[config.mk]
export PLATFORM = sky130hd
export DESIGN_NAME = conv11_input_buffer_mc
export DESIGN_NICKNAME = d
export VERILOG_FILES = /design/src/rtl/conv11_input_buffer_mc.sv
export SDC_FILE = /design/constraint.sdc
export NUM_CORES = 1
export LEC_CHECK = 0
export BUFFER_PORTS_ARGS = -buffer_cell sky130_fd_sc_hd__buf_2
export CORE_MARGIN = 4
export CORE_UTILIZATION = 58
export CTS_CLUSTER_SIZE = 12
export DETAILED_ROUTE_END_ITERATION = 16
export PLACE_DENSITY = 0.89
export SYNTH_ARGS = -nofsm -noshare
export SYNTH_HDL_FRONTEND = slang
export SYNTH_SLANG_ARGS = --single-unit
export TNS_END_PERCENT = 5
[constraint.sdc]
create_clock -name clk -period 3.97 [get_ports clk]
set_input_delay 0.794 -clock clk [delete_from_list [all_inputs] [get_ports clk]]
set_output_delay 0.794 -clock clk [all_outputs]
set_load 0.02 [all_outputs]
[src/rtl/conv11_input_buffer_mc.sv]
// Ping-pong input buffer for the 1x1 conv datapath: gathers IN_CH serial channel
// samples per pixel into one of two banks and pops a whole pixel as a parallel vector.
module conv11_input_buffer_mc #(
   parameter int DATA_WIDTH = 8,
   parameter int IN_CH      = 4
) (
   input  logic                                        clk,
   input  logic                                        rst,
   input  logic                                        input_valid,
   output logic                                        input_ready,
   input  logic [DATA_WIDTH-1:0]                       data_in,
   input  logic                                        inputbuf_read_en,
   output logic                                        inputbuf_load,
   output logic [DATA_WIDTH*IN_CH-1:0]                 out_vec,
   output logic                                        out_valid,
   output logic [((IN_CH > 1) ? $clog2(IN_CH) : 1)-1:0] wr_ch
);

   localparam int CW = (IN_CH > 1) ? $clog2(IN_CH) : 1;
   localparam int VW = DATA_WIDTH * IN_CH;
   localparam logic [CW-1:0] LAST_CH = CW'(IN_CH - 1);

   logic [1:0][VW-1:0] bank_q, bank_d;
   logic [VW-1:0]      out_vec_q, out_vec_d;
   logic               out_valid_q, out_valid_d;
   logic [CW-1:0]      wr_ch_q, wr_ch_d;
   logic               wr_bank_q, wr_bank_d;
   logic               rd_bank_q, rd_bank_d;
   logic [1:0]         full_q, full_d;
   logic               accept, pop;

   // Ready/load come from registered flags only, so a bank freed by a pop is
   // writable one cycle later.
   assign input_ready   = ~full_q[wr_bank_q];
   assign inputbuf_load = full_q[rd_bank_q];
   assign accept        = input_valid & input_ready;
   assign pop           = inputbuf_read_en & inputbuf_load;

   assign out_vec   = out_vec_q;
   assign out_valid = out_valid_q;
   assign wr_ch     = wr_ch_q;

   always_comb begin
      bank_d      = bank_q;
      out_vec_d   = out_vec_q;
      out_valid_d = 1'b0;
      wr_ch_d     = wr_ch_q;
      wr_bank_d   = wr_bank_q;
      rd_bank_d   = rd_bank_q;
      full_d      = full_q;

      if (accept) begin
         for (int unsigned c = 0; c < IN_CH; c++) begin
            if (wr_ch_q == CW'(c))
               bank_d[wr_bank_q][c*DATA_WIDTH +: DATA_WIDTH] = data_in;
         end
         if (wr_ch_q == LAST_CH) begin
            wr_ch_d           = '0;
            full_d[wr_bank_q] = 1'b1;
            wr_bank_d         = ~wr_bank_q;
         end else begin
            wr_ch_d = wr_ch_q + CW'(1);
         end
      end

      // Accept needs an empty write bank and pop a full read bank, so the two
      // never touch the same full flag on one edge.
      if (pop) begin
         out_vec_d         = bank_q[rd_bank_q];
         out_valid_d       = 1'b1;
         full_d[rd_bank_q] = 1'b0;
         rd_bank_d         = ~rd_bank_q;
      end
   end

   always_ff @(posedge clk or posedge rst) begin
      if (rst) begin
         bank_q      <= '0;
         out_vec_q   <= '0;
         out_valid_q <= 1'b0;
         wr_ch_q     <= '0;
         wr_bank_q   <= 1'b0;
         rd_bank_q   <= 1'b0;
         full_q      <= '0;
      end else begin
         bank_q      <= bank_d;
         out_vec_q   <= out_vec_d;
         out_valid_q <= out_valid_d;
         wr_ch_q     <= wr_ch_d;
         wr_bank_q   <= wr_bank_d;
         rd_bank_q   <= rd_bank_d;
         full_q      <= full_d;
      end
   end

endmodule

# Word level (Yosys, flattened, before mapping)
# Cells that the tools add are included.
[word_totals]
regBits = 103
input_bits = 12
out_inout_bits = 37
wordCells = 62
[op_classes]
add_sub_neg = 1
order_cmp = 4
eq_ne = 3
n_mux = 34
bitwise = 8
n_reduce_logical = 4
[ops]
columns = ["operator", "n"]
rows = [
  ["2-to-1 mux 64 bit", 7],
  ["bitwise mux 64 bit", 4],
  ["demux 32 bit (select 1 bit)", 4],
  ["2-to-1 mux 32 bit", 3],
  ["2-to-1 mux 24 bit", 1],
  ["2-to-1 mux 16 bit", 1],
  ["2-to-1 mux 2 bit", 4],
  ["2-to-1 mux 8 bit", 1],
  ["2-to-1 mux 1 bit", 7],
  ["== test 2 bit (second input constant)", 2],
  ["less-than comparator 1 x 2 -> 1 bit (second input constant)", 2],
  ["inverter 1 bit", 3],
  ["adder 2 x 1 -> 2 bit (second input constant)", 1],
  ["AND 1 bit", 2],
  ["AND 2 bit", 1],
  ["demux 1 bit (select 1 bit)", 2],
  ["== test 2 x 1 -> 1 bit (second input constant)", 1],
  ["greater-or-equal comparator 1 bit (second input constant)", 2],
  ["logical AND 1 bit", 2],
  ["logical NOT 2 bit", 1],
  ["inverter 2 bit", 1],
  ["OR 2 bit", 1],
  ["AND reduction 2 bit", 1],
]

# Logic depth before layout (Yosys ltp)
# Gate-level depths: netlist of run 1.
[depth]
depth_word = 15
mapped_depth = 6
mapped_depth_nobuf = 5

# Worst setup path before layout of run 1
# OpenSTA, ideal clock, no wires.
[synth_timing]
path_kind = "input port to flip-flop"
startpoint = "in input_valid"
endpoint = "reg bank_q[24] in the netlist's numbering"
setup_time_ns = 0.125
arrival_ns = 1.682
required_time_ns = 3.845
path_slack_ns = 2.163
stages = 4
n_path_buf = 2
cell_sequence = "buf_4 -> and4bb_2 -> buf_2 -> mux2_2"
[synth_via]
elab_chain_cells = 1
[synth_lines]
columns = ["item", "line", "rtl"]
rows = [
  ["start, declared", "9", "input logic input_valid,"],
  ["AND 1 bit", "36", "assign accept = input_valid & input_ready;"],
  ["end signal, assigned", "86", "bank_q <= bank_d;"],
  ["end, declared", "23", "logic [1:0][VW-1:0] bank_q, bank_d;"],
]
# Every way passes these cells.
# A chain may end at the register's enable or synchronous reset.

# Final worst setup path of run 1
[layout_timing]
startpoint = "reg wr_bank_q"
endpoint = "out input_ready"
[layout_via]
elab_chain_cells = 3
[layout_lines]
columns = ["item", "line", "rtl"]
rows = [
  ["start, declared", "27", "logic wr_bank_q, wr_bank_d;"],
  ["start signal, assigned", "90", "wr_bank_q <= wr_bank_d;"],
  ["2-to-1 mux 1 bit (not written as such) (2 in series)", "34", "assign input_ready = ~full_q[wr_bank_q];"],
  ["inverter 1 bit", "34", ""],
  ["end, declared", "10", "output logic input_ready,"],
]
# Every way passes these cells. The select of a mux whose other input is x is not followed.

==> results of run 1 <==
[metrics by stage]
| step | hold slack, ns | worst slack [ns] | area [sq um] | util | instances |
|---|---|---|---|---|---|
| after global routing | 0.4938 | 1.663 | 4690 | 0.6717 | 433 |
| after detailed placement | 0.4601 | 1.557 | 4524 | 0.6480 | 417 |
| after CTS | 0.4715 | 1.758 | 4690 | 0.6717 | 433 |
| after floorplan | 0.4802 | 0.4722 | 4265 | - | 285 |
| after global placement | 0.4542 | 1.605 | 4524 | 0.6480 | 417 |
| final | 0.4694 | 1.775 | 4690 | 0.6717 | 433 |
[state kept, by name, indices dropped and copies added, names as in the netlist]
name and flops:
out_vec 32, bank_q 64, wr_ch 2, out_valid 1, wr_bank_q 1, full_q 2, rd_bank_q 1
[how the worst min path moves through the flow]
stage                 from     endpoint  slack (ns)  cells past startpoint
2_1_floorplan   bank_q[56]   bank_q[56]        0.48                      1
3_3_place_gp   out_vec[31]  out_vec[31]        0.45                      1
3_5_place_dp   out_vec[27]  out_vec[27]        0.46                      1
4_1_cts                rst  out_vec[29]        0.47                      2
5_1_grt        out_vec[27]  out_vec[27]        0.49                      1
6_report               rst   bank_q[30]        0.47                      2
[cell usage after synthesis]
master    count  area, sq um
buf_2         5        25.02
a21o_1       32        240.2
o21ai_0       1        5.000
a21oi_1       1        5.000
inv_1         6        22.52
and3b_1       1        8.760
nor2_1        3        11.26
and4bb_2      1        12.51
buf_6         7        78.83
ha_1          4        50.05
nand3_2       3        30.03
nand2_1       5        18.77
and2b_1       1        7.510
o21bai_1      1        7.510
dfrtp_1     103         2577
and3_1        1        6.260
nand2b_1      1        6.260
nand3_4       1        17.52
mux2i_1       1        10.01
buf_4         4        30.03
nor2_4        1        11.26
mux2_2       67        754.5
a22o_1       32        280.3
nor3_4        3        48.80
[power groups by stage]
stage | clock (mW) | sequential [mW] | combinational [mW]
floorplan | 0 | 1.96 | 0.905
global placement | 0 | 1.83 | 1.28
detailed placement | 0 | 1.87 | 1.34
CTS | 0.580 | 1.85 | 1.34
global route | 0.619 | 1.91 | 1.45
finish | 0.559 | 1.84 | 1.32
[routing by layer]
metal  vias to the layer above  track usage  part of all wire
li1                       1129            -                 -
met4                         0      0.06859             0.013
met1                      1304       0.2633              0.44
met5                         -            0                 0
met2                        45       0.3377              0.52
met3                        11      0.03205             0.030
[worst max-delay path, delay by kind of cell, from the launching register on]
kind,cells,cell delay [ns]
flops,1,0.59
mux,1,0.26
buf+inv,1,0.19
[layout make-up]
class,count,area [sq um],share of cell area
sequential,103,2577,0.5496
multi-input combinational,160,1531,0.3266
inverter,6,25.02,0.005336
timing repair buffer,52,270.3,0.05763
clock buffer,10,127.6,0.02721
clock inverter,6,37.54,0.008004
tap,96,120.1,0.02561
[kinds of logic after synthesis]
family | count (synthesis)
mux | 68
flops | 103
compound gates | 67
fa+ha+maj | 4
buf+inv | 22
simple gates | 21
==> results.toml, run 1 <==
[clock_network]
cts_tree = "built"
insertion_delay_ns = 0.35
ctsRootBufferMaster = "clkbuf_8"
cts_hold_buf = 0
cts_resized = 0
cts.sinks = 103
htreeDepth = 3
clock_path_buffers = 2
path_clk_slew_ns = 0.09
numCtsBuffers = 9
postCtsSetupRepairBufs = 0

[routing]
drt_iter0_drc = 135
ant_nets = 0
vias_per_cell = 5.748
drt_pass1_iterations = 4
drc = 0
wire_per_inst_um = 18.31
wl_um = 7927
vias = 2489

[sta]
tns_ns = 0
worstMarginPinSlew_ns = 0.8668
rsz0062_at_grt = "no"
fin_crit_sh = 0.5529
fin_crit_ns = 2.195
maxSlewViolCount = 0
max_freq_ghz = 0.4556
slew-limit-headroom = 0.4222
setup_viol = 0
hold_viol = 0
fin_skew_ns = 0.006968

[synthesis]
synthAdderAreaFrac = 0.01173
synth_top_family_by_area = "multiplexers"
syn_avg_cell_area_sq_um = 14.97
ys_types = 24
synth-seq-cells = 103
netlist_instances = 285
synth_xor_area_frac = 0
ys_warn_count = 0
synth-simple-area-share = 0.04195
synth_compound_area_frac = 0.1261
yosysSeqAreaShare = 0.6043
syn-num-nets = 301
synthMuxAreaShare = 0.1792
netlist_area_sq_mm = 0.004265

[worst_setup_path]
path_max_fanout = 7
crit_slowest_cell = "dfrtp_1"
critPathMaxStageDelay_ns = 0.59
crit_chain = "mux2i_1 -> buf_2"
crit_path_end = "input_ready"
reg2reg_setup_slack_ns = 1.85
reg2reg_to = "out_vec[24]"
crit_start = "wr_bank_q"
r2r_cells = 4
r2r_start = "full_q[0]"
critPathKind = "flip-flop to output pin"
critPathArrivalTime_ns = 1.40
end_kind = "output pin"
critPathLaunchType = "flip-flop"
required_ns = 3.18

[global_route]
grt_pass1_wl_um = 13430
track_usage = 0.2001
grt_pass1_vias = 2674
antenna_found_initial = 0
grt_max_degree = 42
gr-total-overflow = 0

[die]
die_area_sq_mm = 0.008790
row_count = 30
fp.dieW_um = 93.76
start_util = 0.6109
chipHeight_um = 93.76
num_io_pins = 49
core_area_sq_mm = 0.006982

[power]
p_seq_frac = 0.496
power_density_mw_per_mm2 = 792.7
leakage_nw = 2.396
total_power_mw = 3.718
p_sw_mw = 1.289
cell_internal_pwr_mw = 2.429
p_comb_frac = 0.354
p_clk_frac = 0.150
switching_share = 0.3467
irDropWorstVdd_v = 0.0004454

[placed_design]
io_buffers = 48
hpwlAfterDp_um = 5394
place_congestion = 0.8106

[finish]
drive_gt1_frac = 0.4273
final_cell_mix = "dfrtp_1 (103), mux2_2 (67), buf_2 (48)"
nets = 348
syn2layout_area_growth_pct = 9.944
nFillCells = 541
antenna_cells = 0
layout_commonest_cell = "dfrtp_1"

[job]
drv_cap = 0

[outcome]
status = "finished clean"

[min_path]
hold_path.class = "primary input to async pin"
No activity file was read; power rests on OpenSTA's default activity.
==> run 2: changes to the inputs <==
Settings changed: CORE_UTILIZATION 58 to 52, PLACE_DENSITY 0.89 to 0.85.
Clock period 3.97 ns to 1.8 ns, I/O delays scaled along.
==> results.toml, run 2 (synthesis results as in run 1) <==
[worst_setup_path]
reg2reg_to = "bank_q[17]"
reg2reg_setup_slack_ns = 0.11
critPathLaunchType = "flip-flop"
r2r_start = "wr_ch[0]"
critPathMaxStageDelay_ns = 0.49
r2r_cells = 5
crit_slowest_cell = "dfrtp_2"
crit_start = "wr_bank_q"
path_buf_inv = 1
crit_chain = "mux2i_1 -> buf_2"
critPathArrivalTime_ns = 1.34
path_max_fanout = 7
cp_top_family = "flip-flops"
end_kind = "output pin"
critPathKind = "flip-flop to output pin"
required_ns = 1.44

[clock_network]
numCtsBuffers = 9
cts_tree = "built"
insertion_delay_ns = 0.36
path_clk_slew_ns = 0.09
clock_path_buffers = 2
htreeDepth = 3
ctsRootBufferMaster = "clkbuf_8"
cts.sinks = 103

[sta]
slew-limit-headroom = 0.6474
hold_viol = 0
maxSlewViolCount = 0
worstMarginPinSlew_ns = 0.5288
fin_crit_ns = 1.703
hold_slack_ns = 0.1334
fin_crit_sh = 0.9459
fin_skew_ns = 0.01049
tns_ns = 0
setup_viol = 0
max_freq_ghz = 0.5873
rsz0062_at_grt = "no"

[job]
drv_cap = 0

[finish]
top_register = "bank_q"
drive_gt1_frac = 0.4477
design_area_sq_mm = 0.004811
post-route-util = 0.6130
antenna_cells = 0
nFillCells = 602
largest_reg_flops = 64
nets = 355
final_cell_mix = "dfrtp_1 (101), mux2_2 (67), buf_2 (48)"
layout_commonest_cell = "dfrtp_1"
syn2layout_area_growth_pct = 12.79

[routing]
drt_iter0_drc = 98
drc = 0
wl_um = 8164
vias = 2484
ant_nets = 0
drt_pass1_iterations = 4
vias_per_cell = 5.570
wire_per_inst_um = 18.30

[global_route]
track_usage = 0.1798
grt_pass1_vias = 2638
gr-total-overflow = 0
antenna_found_initial = 0
grt_max_degree = 104
grt_pass1_wl_um = 13570

[die]
die_area_sq_mm = 0.009716
core_area_sq_mm = 0.007848
chipHeight_um = 98.57
num_io_pins = 49
row_count = 32
fp.dieW_um = 98.57
start_util = 0.5435

[placed_design]
place_area_sq_mm = 0.004591
io_buffers = 48
place_congestion = 0.8185
hpwlAfterDp_um = 5554

[outcome]
status = "finished clean"

[power]
irDropWorstVdd_v = 0.0006409
leakage_nw = 2.441
power_density_mw_per_mm2 = 1769

[min_path]
hold_path.class = "primary input to async pin"
run 2: cell type report:
cell class	count	area (sq um)	area share
clock inverter	7	73.82	0.01534
sequential	103	2580	0.5363
inverter	6	26.28	0.005462
tap	102	127.6	0.02653
timing repair buffer	59	347.8	0.07230
clock buffer	9	123.9	0.02575
multi-input combinational	160	1531	0.3183
run 2: worst max path at each step:
stage / endpoint / depth (start not counted)
6_report: input_ready / 2
3_3_place_gp: bank_q[7] / 5
5_1_grt: bank_q[17] / 5
3_5_place_dp: bank_q[0] / 5
2_1_floorplan: bank_q[24] / 4
4_1_cts: inputbuf_load / 2
run 2: timing repair:
item,in CTS,in global routing
hold buffers,0,0
pin swaps,0,1
endpoints found under the setup margin,1,8
buffers inserted,0,1
resized for setup,1,1
run 2: power breakdown:
part           internal [mW]  total (mW)  switching [mW]  leakage [nW]
registers               3.42        4.06           0.639          1.27
clock network          0.642        1.42           0.781        0.0875
logic                   1.53        3.03            1.49          1.08
total                   5.59        8.51            2.91          2.44
run 2: worst min-delay path, cell delays in order:
cell        delay (ns)
buf_2             0.11
clkinvlp_4        0.07
buf_12            0.40
run 2: routing by layer:
metal  global-route usage  vias up  wire length, um
met1               0.2297     1294             3617
li1                     -     1141                -
met5                    0        -                0
met4              0.06723        0              111
met2               0.3006       41             4147
met3              0.04105        8              288
run 2: stage by stage:
step / instances / setup slack, ns / power (mW)
floorplan: 285 / 0.1455 / 6.321
detailed placement: 429 / 0.1203 / 7.161
finish: 446 / 0.09736 / 8.508
global route: 446 / 0.01382 / 9.053
global placement: 429 / 0.1695 / 6.953
CTS: 445 / 0.01199 / 8.582
==> run 3: changes to the inputs <==
Settings changed: MAX_ROUTING_LAYER set to met4.
==> results.toml, run 3 (synthesis results as in run 1) <==
[global_route]
antenna_found_initial = 0
grt_max_degree = 104
grt_pass1_wl_um = 13560
gr-total-overflow = 0
track_usage = 0.1854
grt_pass1_vias = 2651

[die]
die_area_sq_mm = 0.009716
start_util = 0.5435
fp.dieW_um = 98.57
num_io_pins = 49
core_area_sq_mm = 0.007848
row_count = 32
chipHeight_um = 98.57

[routing]
vias_per_cell = 5.556
vias = 2478
drt_pass1_iterations = 4
wire_per_inst_um = 18.33
wl_um = 8174
drc = 0
drt_iter0_drc = 108
ant_nets = 0

[clock_network]
path_clk_slew_ns = 0.09
htreeDepth = 3
ctsRootBufferMaster = "clkbuf_8"
clock_path_buffers = 2
cts.sinks = 103
insertion_delay_ns = 0.36
cts_tree = "built"
numCtsBuffers = 9

[worst_setup_path]
crit_start = "wr_bank_q"
critPathKind = "flip-flop to output pin"
cp.depth = 2
critPathMaxStageDelay_ns = 0.49
end_kind = "output pin"
r2r_cells = 5
r2r_start = "wr_ch[0]"
reg2reg_to = "bank_q[17]"
crit_chain = "mux2i_1 -> buf_2"
crit_path_end = "input_ready"
critPathArrivalTime_ns = 1.35
crit_slowest_cell = "dfrtp_2"
path_max_fanout = 7
critPathLaunchType = "flip-flop"
reg2reg_setup_slack_ns = 0.10
path_buf_inv = 1
required_ns = 1.44
cp_top_family = "flip-flops"

[placed_design]
io_buffers = 48
place_congestion = 0.8307
pre_cts_slack_ns = 0.1203
post-place-cells = 429
place_area_sq_mm = 0.004591
hpwlAfterDp_um = 5554

[power]
irDropWorstVdd_v = 0.0006411
leakage_nw = 2.441
power_density_mw_per_mm2 = 1770

[finish]
antenna_cells = 0
nets = 355
layout_commonest_cell = "dfrtp_1"
drive_gt1_frac = 0.4477
final_cell_mix = "dfrtp_1 (101), mux2_2 (67), buf_2 (48)"
syn2layout_area_growth_pct = 12.79
fin_cells = 446
nFillCells = 602
top_register = "bank_q"
largest_reg_flops = 64
design_area_sq_mm = 0.004811

[sta]
fin_crit_ns = 1.707
tns_ns = 0
layout_setup_ws_ns = 0.09337
setup_viol = 0
maxSlewViolCount = 0
rsz0062_at_grt = "no"
max_freq_ghz = 0.5859
fin_crit_sh = 0.9481
slew-limit-headroom = 0.6426
hold_viol = 0
fin_skew_ns = 0.009279
worstMarginPinSlew_ns = 0.5362
hold_slack_ns = 0.1288

[outcome]
status = "finished clean"

[job]
drv_cap = 0

[min_path]
hold_path.class = "primary input to async pin"
[run 3: cell counts in the layout (fill, tap and decap cells not counted)]
Identical to the previous run, type by type.
[run 3: per-stage QoR]
| stage | util | power [mW] |
|---|---|---|
| global route | 0.6130 | 9.055 |
| global placement | 0.5850 | 6.953 |
| floorplan | - | 6.321 |
| CTS | 0.6103 | 8.582 |
| finish | 0.6130 | 8.516 |
| detailed placement | 0.5850 | 7.161 |
[run 3: how the worst min path moves through the flow]
stage | from | slack, ns | endpoint
after CTS | rst | 0.16 | out_vec[30]
after floorplan | bank_q[56] | 0.48 | bank_q[56]
final | rst | 0.13 | out_vec[30]
after global routing | rst | 0.17 | out_vec[21]
after detailed placement | out_vec[9] | 0.46 | out_vec[9]
after global placement | out_vec[29] | 0.45 | out_vec[29]
[run 3: routing by layer]
| layer | vias to the layer above | part of all wire | global-route usage |
|---|---|---|---|
| li1 | 1141 | - | - |
| met1 | 1292 | 0.45 | 0.2302 |
| met2 | 36 | 0.50 | 0.3011 |
| met3 | 9 | 0.031 | 0.04034 |
| met4 | 0 | 0.014 | 0.06723 |
| met5 | - | 0 | - |
[run 3: worst register-to-register path, delay by kind of cell (launching register included)]
family                     cells  cell delay (ns)
DFF                            1             0.45
and+or+nand+nor                2             0.44
adders and majority gates      1             0.19
muxes                          1             0.39
buffers and inverters          1             0.11
[run 3: final cells by class]
type | instances | area (sq um) | share of cell area
well taps | 102 | 127.6 | 0.02653
inverters | 6 | 26.28 | 0.005462
clock inverters | 7 | 73.82 | 0.01534
clock buffers | 9 | 123.9 | 0.02575
multi-input cells | 160 | 1531 | 0.3183
repair buffers | 59 | 347.8 | 0.07230
flip-flops and latches | 103 | 2580 | 0.5363
[run 3: timing repair]
| action | in CTS | in global routing |
|---|---|---|
| hold endpoints to repair | 0 | 0 |
| setup endpoints to repair | 1 | 8 |
| pin swaps | 0 | 1 |
| hold buffers | 0 | 0 |
| resized for setup | 1 | 1 |
| setup buffers | 0 | 1 |
[run 3: power breakdown]
| group | switching [mW] | total [mW] | leakage, nW | internal [mW] |
|---|---|---|---|---|
| sequential | 0.642 | 4.06 | 1.27 | 3.42 |
| clock | 0.786 | 1.43 | 0.0875 | 0.642 |
| combinational | 1.49 | 3.03 | 1.08 | 1.53 |
